==> src/rtl/stage_mem_ctrl.sv <==
// Shared MIPS type package and the memory-access pipeline stage: DRAM req/ack
// handshake, byte-lane steering/sign extension, upstream stall and WB register.
package mips_abb_pkg;
  localparam int unsigned WIDTH_REG = 32;

  typedef logic [WIDTH_REG-1:0] reg_word_t;
  typedef logic [4:0]           reg_addr_t;
  typedef logic [31:0]          instr_addr_t;
  typedef logic [31:0]          dram_addr_t;
  typedef logic [31:0]          dram_data_t;

  typedef enum logic [2:0] {
    MEM_NONE    = 3'd0,
    MEM_B_LOAD  = 3'd1,
    MEM_W_LOAD  = 3'd2,
    MEM_B_STORE = 3'd3,
    MEM_W_STORE = 3'd4
  } memop_t;
endpackage

module stage_mem_ctrl
  import mips_abb_pkg::*;
(
  input  logic        clk,
  input  logic        rst_n,
  input  logic        mem_i_valid,
  input  reg_word_t   mem_i_res,
  input  logic        mem_i_rfwe,
  input  reg_addr_t   mem_i_rfwa,
  input  memop_t      mem_i_memop,
  input  dram_addr_t  mem_i_mema,
  input  dram_data_t  mem_i_memd,
  input  instr_addr_t mem_i_pc,
  output logic        mem_o_stall,
  output logic        dram_req,
  output logic        dram_we,
  output logic [3:0]  dram_be,
  output dram_addr_t  dram_addr,
  output dram_data_t  dram_wdata,
  input  logic        dram_ack,
  input  dram_data_t  dram_rdata,
  output logic        wb_o_valid,
  output reg_word_t   wb_o_res,
  output logic        wb_o_rfwe,
  output reg_addr_t   wb_o_rfwa,
  output instr_addr_t wb_o_pc
);

  typedef enum logic {IDLE, ACCESS} state_t;

  state_t      state_q, state_d;
  logic        is_mem, is_byte, is_store;
  logic        cap_rfwe, cap_byte, cap_store;
  reg_addr_t   cap_rfwa;
  instr_addr_t cap_pc;
  logic [1:0]  cap_lane;
  logic [7:0]  sel_byte;
  reg_word_t   load_res;

  assign is_mem   = mem_i_memop inside {MEM_B_LOAD, MEM_W_LOAD, MEM_B_STORE, MEM_W_STORE};
  assign is_byte  = mem_i_memop inside {MEM_B_LOAD, MEM_B_STORE};
  assign is_store = mem_i_memop inside {MEM_B_STORE, MEM_W_STORE};

  always_ff @(posedge clk) begin
    if (!rst_n) state_q <= IDLE;
    else        state_q <= state_d;
  end

  always_comb begin
    state_d     = state_q;
    mem_o_stall = 1'b0;
    case (state_q)
      IDLE: begin
        if (mem_i_valid && is_mem) begin
          state_d     = ACCESS;
          mem_o_stall = 1'b1;
        end
      end
      ACCESS: begin
        if (dram_ack) state_d     = IDLE;
        else          mem_o_stall = 1'b1;
      end
      default: state_d = IDLE;
    endcase
    // Upstream must never see a stall while the stage is being reset.
    if (!rst_n) mem_o_stall = 1'b0;
  end

  assign sel_byte = dram_rdata[{cap_lane, 3'b000} +: 8];

  always_comb begin
    load_res = '0;
    if (!cap_store) begin
      if (cap_byte) load_res = {{24{sel_byte[7]}}, sel_byte};
      else          load_res = dram_rdata;
    end
  end

  always_ff @(posedge clk) begin
    if (!rst_n) begin
      dram_req   <= 1'b0;
      dram_we    <= 1'b0;
      dram_be    <= '0;
      dram_addr  <= '0;
      dram_wdata <= '0;
      wb_o_valid <= 1'b0;
      wb_o_res   <= '0;
      wb_o_rfwe  <= 1'b0;
      wb_o_rfwa  <= '0;
      wb_o_pc    <= '0;
      cap_rfwe   <= 1'b0;
      cap_rfwa   <= '0;
      cap_pc     <= '0;
      cap_lane   <= '0;
      cap_byte   <= 1'b0;
      cap_store  <= 1'b0;
    end else begin
      wb_o_valid <= 1'b0;
      case (state_q)
        IDLE: begin
          if (mem_i_valid && !is_mem) begin
            wb_o_valid <= 1'b1;
            wb_o_res   <= mem_i_res;
            wb_o_rfwe  <= mem_i_rfwe;
            wb_o_rfwa  <= mem_i_rfwa;
            wb_o_pc    <= mem_i_pc;
          end else if (mem_i_valid && is_mem) begin
            cap_rfwe   <= mem_i_rfwe;
            cap_rfwa   <= mem_i_rfwa;
            cap_pc     <= mem_i_pc;
            cap_lane   <= mem_i_mema[1:0];
            cap_byte   <= is_byte;
            cap_store  <= is_store;
            dram_req   <= 1'b1;
            dram_we    <= is_store;
            dram_be    <= is_byte ? (4'b0001 << mem_i_mema[1:0]) : 4'b1111;
            dram_addr  <= {mem_i_mema[31:2], 2'b00};
            dram_wdata <= is_byte ? {4{mem_i_memd[7:0]}} : mem_i_memd;
          end
        end
        ACCESS: begin
          if (dram_ack) begin
            dram_req   <= 1'b0;
            wb_o_valid <= 1'b1;
            wb_o_res   <= load_res;
            wb_o_rfwe  <= cap_rfwe;
            wb_o_rfwa  <= cap_rfwa;
            wb_o_pc    <= cap_pc;
          end
        end
        default: ;
      endcase
    end
  end

endmodule

==> config.mk <==
export PLATFORM = sky130hd
export DESIGN_NAME = stage_mem_ctrl
export DESIGN_NICKNAME = d
export VERILOG_FILES = /design/src/rtl/stage_mem_ctrl.sv
export SDC_FILE = /design/constraint.sdc
export NUM_CORES = 1
export LEC_CHECK = 0
export ABC_CLOCK_PERIOD_IN_PS = 1550
export CAP_MARGIN = 20
export CORE_MARGIN = 2
export CORE_UTILIZATION = 39
export DETAILED_ROUTE_END_ITERATION = 12
export GPL_TIMING_DRIVEN = 1
export PLACE_DENSITY = 0.77
export SETUP_SLACK_MARGIN = 0.02
export SLEW_MARGIN = 20
export SYNTH_ARGS = -nofsm -noshare
export SYNTH_HDL_FRONTEND = slang
export SYNTH_SLANG_ARGS = --single-unit
==> constraint.sdc <==
create_clock -name clk -period 1.55 [get_ports clk]
set_input_delay 0.31 -clock clk [delete_from_list [all_inputs] [get_ports clk]]
set_output_delay 0.31 -clock clk [all_outputs]
set_load 0.1 [all_outputs]
==> impl_metrics.py <==
metrics = {
    "pwr": {
        "switchingPower_mw": 5.91,
        "p_int_mw": 9.69,
        "switching_share_pct": 37.9,
        "leakage_nw": 6.05,
        "p_seq_share_pct": 34.6,
        "peakVddDrop_uv": 791,
        "p_clk_share_pct": 26.8,
        "p_per_area_mw_per_mm2": 1050,
        "p_comb_share_pct": 38.6,
    },
    "timing": {
        "rsz0062_at_grt": "yes",
        "skew_ps": 5.80,
        "final-setup-viol-count": 164,
        "fin_crit_sh_pct": 117,
        "post-route-min-period_ps": 1820,
        "final_max_slew_viol_count": 0,
        "holdWs_ps": 238,
        "slew_headroom_pct": 59.0,
        "fin_setup_tns_ps": -11090,
        "max_freq_ghz": 0.550,
        "setup_ws_ps": -267,
        "tightestPinTransition_ps": 612,
        "hold_viol": 0,
    },
    "detailed_routing": {
        "first_pass_iters": 5,
        "met1_length_um": 12200,
        "drc": 0,
        "wl_um": 32100,
        "via_count": 8300,
        "topRoutingLayerUsed": "met4",
        "wl_per_cell_um": 21.6,
        "dr_wl_met3_um": 2620,
        "wl_met2_um": 16100,
        "drtIter0Drc": 596,
        "antenna_left": 0,
        "via_per_inst": 5.59,
    },
    "synth": {
        "synth-seq-cells": 181,
        "synthArstFlopShare_pct": 0,
        "syn_area_per_cell_sq_um": 9.37,
        "yosysWarnings": 0,
        "syn_area_sq_mm": 0.00789,
        "ys.flop_type": "dfxtp_1",
        "ys_seq_area_share_pct": 45.9,
        "synthCells": 842,
        "yosys.area.top_type": "dfxtp_1",
        "yosysTopAreaCellShare_pct": 45.9,
        "synth-edff-count": 0,
        "synthTopCellsByArea": "dfxtp_1, nand2_1, a21boi_0",
        "synth_cell_types": 38,
    },
    "clock_network": {
        "cts_tree": "built",
        "root_buffer": "clkbuf_16",
        "cts_buffers": 17,
        "cts.sinks": 181,
        "worst_skew_pair.late_latency_ps": 420,
        "clk_path_buf_depth": 2,
        "cts_max_level": 4,
        "cts.clk_slew.worst_paths_ps": 70,
    },
    "floorplanning": {
        "start_util_pct": 39.4,
        "die_h_um": 146,
        "fp.coreArea_sq_mm": 0.0200,
        "ioPinCount": 315,
        "rows": 52,
        "die_area_sq_mm": 0.0214,
        "die_x_um": 146,
    },
    "status": {
        "failed_checks": "setup timing",
        "status": "complete, but fails checks",
    },
    "setup_path": {
        "rr_startpoint": "state_q",
        "critPathArrivalTime_ps": 1510,
        "crit_path_end_kind": "output pin",
        "reg2reg_depth": 10,
        "reg2reg_slack_ps": -220,
        "crit_fanout": 4,
        "startpoint_type": "register",
        "reg2reg_to": "dram_wdata[26]",
        "critical_path_class": "reg -> out",
        "cp.required_ps": 1240,
    },
    "place": {
        "hpwl_um": 19200,
        "post-place-ws_ps": -642,
        "port_buffers": 312,
        "globalplace.congestion": 0.871,
    },
    "final_layout": {
        "n_antenna_cell": 0,
        "area_growth_pct": 87.9,
        "fin_nets": 1376,
        "drive_gt1_share_pct": 29.2,
        "final_common_cell": "dfxtp_1",
        "layout_common_cells": "dfxtp_1, clkdlybuf4s50_1, buf_12, nand2_1, a21boi_1",
    },
    "min_path": {
        "min_path_type": "in -> reg",
        "hold_end": "state_q",
        "hold_depth": 2,
        "min_from": "rst_n",
    },
    "global_routing": {
        "overflow": 0,
        "grtUsageTotal_pct": 26.9,
        "antenna_found_initial": 0,
        "grt_pass1_wl_um": 45500,
        "grt_max_degree": 81,
        "grt_pass1_vias": 8096,
    },
    "job": {
        "max_cap_viol_count": 0,
    },
}
kinds of logic after synthesis:
| kind of cell | after synthesis | synth area share [%] |
|---|---|---|
| mux | 46 | 6.00 |
| flops | 181 | 45.9 |
| buf+inv | 99 | 6.69 |
| other cells | 1 | 0.0475 |
| simple gates | 238 | 13.2 |
| compound gates | 277 | 28.1 |
area by class of cell:
class | instances | area, sq um
inverters | 16 | 60.1
multi-input cells | 567 | 4090
well taps | 270 | 338
clock inverters | 15 | 135
clock buffers | 17 | 425
flip-flops and latches | 181 | 3630
fillers | 1327 | 5210
repair buffers | 420 | 6140
cell usage after synthesis (21+ instances only):
cell / count
a211oi_1: 24
a21boi_0: 65
a22o_1: 25
buf_2: 26
clkbuf_1: 36
dfxtp_1: 181
mux2i_1: 45
nand2_1: 160
nor2_1: 35
nor3b_1: 25
o211a_1: 38
o21ai_0: 47
o221a_1: 21
worst max-delay path by stage:
| stage | to | startpoint | cells past startpoint |
|---|---|---|---|
| after floorplan | mem_o_stall | mem_i_memop[1] | 5 |
| after global placement | wb_o_res[27] | mem_i_memop[2] | 6 |
| after detailed placement | wb_o_res[1] | mem_i_memop[2] | 6 |
| after CTS | mem_o_stall | state_q | 5 |
| after global routing | mem_o_stall | state_q | 5 |
| final | mem_o_stall | state_q | 5 |
timing repair:
action,in CTS,in global routing
resized for setup,72,109
endpoints found under the setup margin,163,179
pin swaps,15,30
hold buffers,0,0
setup buffers,18,15
gates cloned,14,16
sequential cells by signal, summed over array words and instances (netlist names), 4 cells and up:
register / flops
wb_o_pc: 32
dram_be: 4
dram_addr: 30
wb_o_rfwa: 5
dram_wdata: 32
cap_pc: 32
cap_rfwa: 5
wb_o_res: 32
through the flow:
| step | instances | utilization [%] | power (mW) | area [sq um] |
|---|---|---|---|---|
| 3_3_place_gp | 1392 | 64.2 | 10.7 | 12900 |
| 6_report | 1486 | 74.0 | 15.6 | 14800 |
| 3_5_place_dp | 1392 | 64.2 | 10.8 | 12900 |
| 2_1_floorplan | 843 | - | 8.53 | 7950 |
| 4_1_cts | 1456 | 70.6 | 15.3 | 14100 |
| 5_1_grt | 1486 | 74.0 | 16.1 | 14800 |
power groups by stage:
stage          Clock, mW  Sequential [mW]  Combinational, mW
6_report            4.18             5.39               6.03
4_1_cts             4.23             5.39               5.67
5_1_grt             4.46             5.43               6.21
3_5_place_dp           0             5.49               5.30
3_3_place_gp           0             5.48               5.25
2_1_floorplan          0             7.45               1.07
worst max-delay path, cell delays in order (launching register included):
cell and delay (ps):
dfxtp_4 360, buf_6 120, nor2b_4 130, nand3_4 100
a21boi_4 170, buf_12 200
layer usage:
metal	vias to the layer above	global-route usage (%)
li1	3748	-
met1	4062	31.9
met2	401	46.7
met3	89	8.22
met4	0	8.88
met5	-	0
Note: power is estimated with default switching activity, not from simulation.
